--- src/rtl/rvv_fifo4_drain_skid.sv ---
// Drain stage for the 4-entry FIFO: turns pop/empty/head into a registered valid/ready
// stream through a two-entry (main + skid) buffer, with no combinational ready->pop path.
module rvv_fifo4_drain_skid #(
    parameter int DWIDTH = 32
) (
    input  logic              clk,
    input  logic              rst,
    input  logic [DWIDTH-1:0] fifo_data,
    input  logic              fifo_empty,
    output logic              fifo_pop,
    input  logic              flush,
    output logic              out_valid,
    output logic [DWIDTH-1:0] out_data,
    input  logic              out_ready,
    output logic [1:0]        occupancy
);

    typedef enum logic [1:0] {
        EMPTY = 2'd0,
        HALF  = 2'd1,
        FULL  = 2'd2
    } state_t;

    state_t            state;
    logic [DWIDTH-1:0] main_data;
    logic [DWIDTH-1:0] skid_data;
    logic              accept;

    // Pop depends only on flopped state and upstream flags, never on out_ready.
    assign fifo_pop  = !fifo_empty && (state != FULL) && !flush && !rst;
    assign out_valid = (state != EMPTY) && !flush;
    assign accept    = out_valid && out_ready;
    assign out_data  = main_data;

    always_comb begin
        occupancy = 2'd0;
        case (state)
            HALF:    occupancy = 2'd1;
            FULL:    occupancy = 2'd2;
            default: occupancy = 2'd0;
        endcase
    end

    // main always holds the oldest entry; skid only fills when main is stalled.
    always_ff @(posedge clk or posedge rst) begin
        if (rst) begin
            state     <= EMPTY;
            main_data <= '0;
            skid_data <= '0;
        end else if (flush) begin
            state <= EMPTY;
        end else begin
            case (state)
                EMPTY: begin
                    if (fifo_pop) begin
                        main_data <= fifo_data;
                        state     <= HALF;
                    end
                end
                HALF: begin
                    if (fifo_pop && accept) begin
                        main_data <= fifo_data;
                    end else if (fifo_pop) begin
                        skid_data <= fifo_data;
                        state     <= FULL;
                    end else if (accept) begin
                        state <= EMPTY;
                    end
                end
                FULL: begin
                    if (accept) begin
                        main_data <= skid_data;
                        state     <= HALF;
                    end
                end
                default: state <= EMPTY;
            endcase
        end
    end

endmodule

--- config.mk ---
export PLATFORM = sky130hd
export DESIGN_NAME = rvv_fifo4_drain_skid
export DESIGN_NICKNAME = d
export VERILOG_FILES = /design/src/rtl/rvv_fifo4_drain_skid.sv
export SDC_FILE = /design/constraint.sdc
export NUM_CORES = 1
export LEC_CHECK = 0
export CAP_MARGIN = 20
export CORE_UTILIZATION = 40
export DETAILED_ROUTE_END_ITERATION = 12
export PLACE_DENSITY = 0.74
export SETUP_SLACK_MARGIN = 0.2
export SYNTH_ARGS = -nofsm -noshare
export SYNTH_HDL_FRONTEND = slang
export SYNTH_SLANG_ARGS = --single-unit
--- constraint.sdc ---
create_clock -name clk -period 2.5 [get_ports clk]
set_input_delay 0.5 -clock clk [delete_from_list [all_inputs] [get_ports clk]]
set_output_delay 0.5 -clock clk [all_outputs]
set_load 0.01 [all_outputs]
==> qor.txt <==
Worst Path Required - 2.00 ns
Post-Synthesis Cell Area - 2930 um2
status - completed
RSZ-0062 raised after global routing - no
final setup vio count - 0
post-DR vias/cell - 4.794
relative slew slack - 0.6416
# Post-CTS Setup Buffers - 0
number of synthesis warnings - 0
Power Dens Cells - 733.2 nW/um2
TritonCTS Buffers - 9
clk_lat worst skew - 0.33 ns
# IOs - 73
Total Power - 2.932 mW
PnR worst setup slack - 0.3703 ns
Reg power frac - 0.465
Tcrit/Tclk final - 0.8519
Leak Pwr - 2.079 nW
Initial Util - 0.4220
startpoint types - primary input
Chip Width - 87.59 um
Vias - 1927
initial drt markers - 82
reg-to-reg slack, setup - 0.81 ns
NetSw - 0.7249 mW
total routed wirelength - 5919 um
vias in the first global route - 2085
Pre-antenna DRT Iters - 4
maxcap violations - 0
WP data arrival - 1.63 ns
Clock Power Share - 0.328
post-synth net total - 262
ANT cells - 0
routability cong. - 0.7555
Worst VDD drop - 0.2545 mV
Int Pwr - 2.207 mW
Syn Area/Cell - 13.02 um2
pre-CTS WS - 0.1321 ns
CTS root buf - clkbuf_8
worst slew pin tran - 0.5376 ns
deepest clock path buffer count - 2
register area share after synthesis - 0.5636
Cell variety after synth - 22
WS Path Type - in -> out
post-layout util - 0.5759
# rows - 30
Hold Fails Final Rpt - 0
Antenna Nets Post-Route - 0
clock-pin transition on the worst setup and hold timing paths - 0.07 ns
buffers added on ports - 72
Core Area - 6944 um2
Slew Viols, Final - 0
Mapped Cells - 225
Seq cells post-synth - 66
DRC - 0
die footprint - 7672 um2
DPL Wire Length - 3788 um
final setup TNS - 0 ns
initial antenna violation count - 0
Period minus WS final - 2.130 ns
Worst Setup EP - out_valid
total gr overflow - 0
skew final - 0.005315 ns
area grow syn2layout - 36.46%
r2r startpoint - state[0]
Fmax achieved - 0.4696 GHz
Worst setup startpoint - flush
combinational power share - 0.208
reg2reg end - skid_data[3]
All-Layer GR Usage - 0.1729
wire length per cell - 14.72 um
reg2reg path depth - 4
largest net degree at the start of global routing - 67
Sw Ratio - 0.2473
CTS tree - yes
Max FO, Critical Path - 3
Final nets - 338
clk sink count - 66
Worst Setup End Kind - output pin
first-pass GRT wire length - 9998 um
layout cells sized above 1 - 0.1961
worst min path class - reg -> reg
H-Tree Depth - 3
die extent in y - 87.59 um
-- cell families (layout without fill, tap and decap cells) --
family                    after synthesis  count (layout)  share of synthesized area
DFF                                    66              66                     0.5636
and+or+nand+nor                        43              43                    0.06747
xor gates and xnor gates                1               1                   0.002989
muxes                                  64              64                     0.2694
AOI/OAI and AO/OA                      35              35                    0.06447
buffers and inverters                  16              97                    0.03202
-- registers in the layout, summed over array words and instances (netlist names) --
register,cells
state,2
skid_data,32
out_data,32
-- layout make-up --
type | count | area [um2]
fill | 597 | 2945
clock inverter | 5 | 78.83
tap | 96 | 120.1
timing repair buffer | 79 | 812.0
clock buffer | 11 | 131.4
inverter | 2 | 7.507
multi-input combinational | 143 | 1196
sequential | 66 | 1653
-- power by group through the flow --
stage | logic [mW] | registers, mW | clock network [mW]
finish | 0.609 | 1.36 | 0.960
global route | 0.669 | 1.39 | 1.04
CTS | 0.619 | 1.36 | 0.989
detailed placement | 0.618 | 1.38 | 0
global placement | 0.600 | 1.38 | 0
floorplan | 0.247 | 1.41 | 0
-- worst min-delay path by stage --
stage                             start            end  slack [ns]  cells past startpoint
final                       out_data[9]    out_data[9]        0.48                      2
after floorplan           skid_data[29]  skid_data[29]        0.48                      1
after global placement      out_data[7]    out_data[7]        0.46                      2
after detailed placement    out_data[9]    out_data[9]        0.47                      2
after global routing       out_data[16]   out_data[16]        0.50                      2
after CTS                   out_data[7]    out_data[7]        0.49                      2
-- per-stage QoR --
stage                     instances  hold slack (ns)  instance area, um2
after CTS                       402           0.4855                3995
after global routing            402           0.5031                3999
final                           402           0.4768                3999
after floorplan                 225           0.4791                2930
after detailed placement        386           0.4695                3786
after global placement          386           0.4609                3786
-- Yosys cell counts --
master	n	area (um2)
a2bb2oi_1	1	8.760
a31oi_2	1	12.51
and4bb_2	1	12.51
buf_2	3	15.01
buf_6	4	45.04
clkbuf_1	7	26.28
clkinv_1	1	3.750
dfrtp_1	66	1652
inv_1	1	3.750
mux2_2	3	33.78
mux2_4	29	435.4
mux2i_1	32	320.3
nand2_1	32	120.1
nand2b_1	1	6.260
nand2b_4	1	13.76
nor2_1	5	18.77
nor2b_1	1	6.260
nor4_1	1	6.260
o21ai_0	32	160.2
o31ai_1	1	7.510
or4b_4	1	13.76
xor2_1	1	8.760
-- layer usage --
| metal | vias up | global-route usage | wire length (um) |
|---|---|---|---|
| met3 | 9 | 0.03299 | 236 |
| met2 | 51 | 0.2805 | 2771 |
| li1 | 931 | - | - |
| met5 | - | 0 | 0 |
| met1 | 936 | 0.2274 | 2807 |
| met4 | 0 | 0.07601 | 104 |
-- layout by cell type, fill, tap and decap left out, drive strengths merged --
master / synthesis / routed
mux2i: 32 / 32
and4bb: 1 / 1
xor2: 1 / 1
buf: 7 / 7
dfrtp: 66 / 66
nor2b: 1 / 1
clkbuf: 7 / 11
nand2b: 2 / 2
clkdlybuf4s50: 0 / 70
or4b: 1 / 1
a2bb2oi: 1 / 1
dlymetal6s2s: 0 / 1
clkinv: 1 / 4
mux2: 32 / 32
nor2: 5 / 5
o31ai: 1 / 1
nand2: 32 / 32
o21ai: 32 / 32
bufinv: 0 / 2
nor4: 1 / 1
dlygate4sd2: 0 / 1
inv: 1 / 1
a31oi: 1 / 1
-- timing repair --
action                                  in CTS  in global routing
hold endpoints to repair                     0                  0
hold buffers                                 0                  0
pin swaps                                    0                  0
resized for setup                            1                  2
endpoints found under the setup margin       1                  1
-- worst max-delay path, cell delays in order --
cell	delay [ns]
clkdlybuf4s50_1	0.45
nor2_1	0.13
clkdlybuf4s50_1	0.55
(Power assumes the default switching activity.)
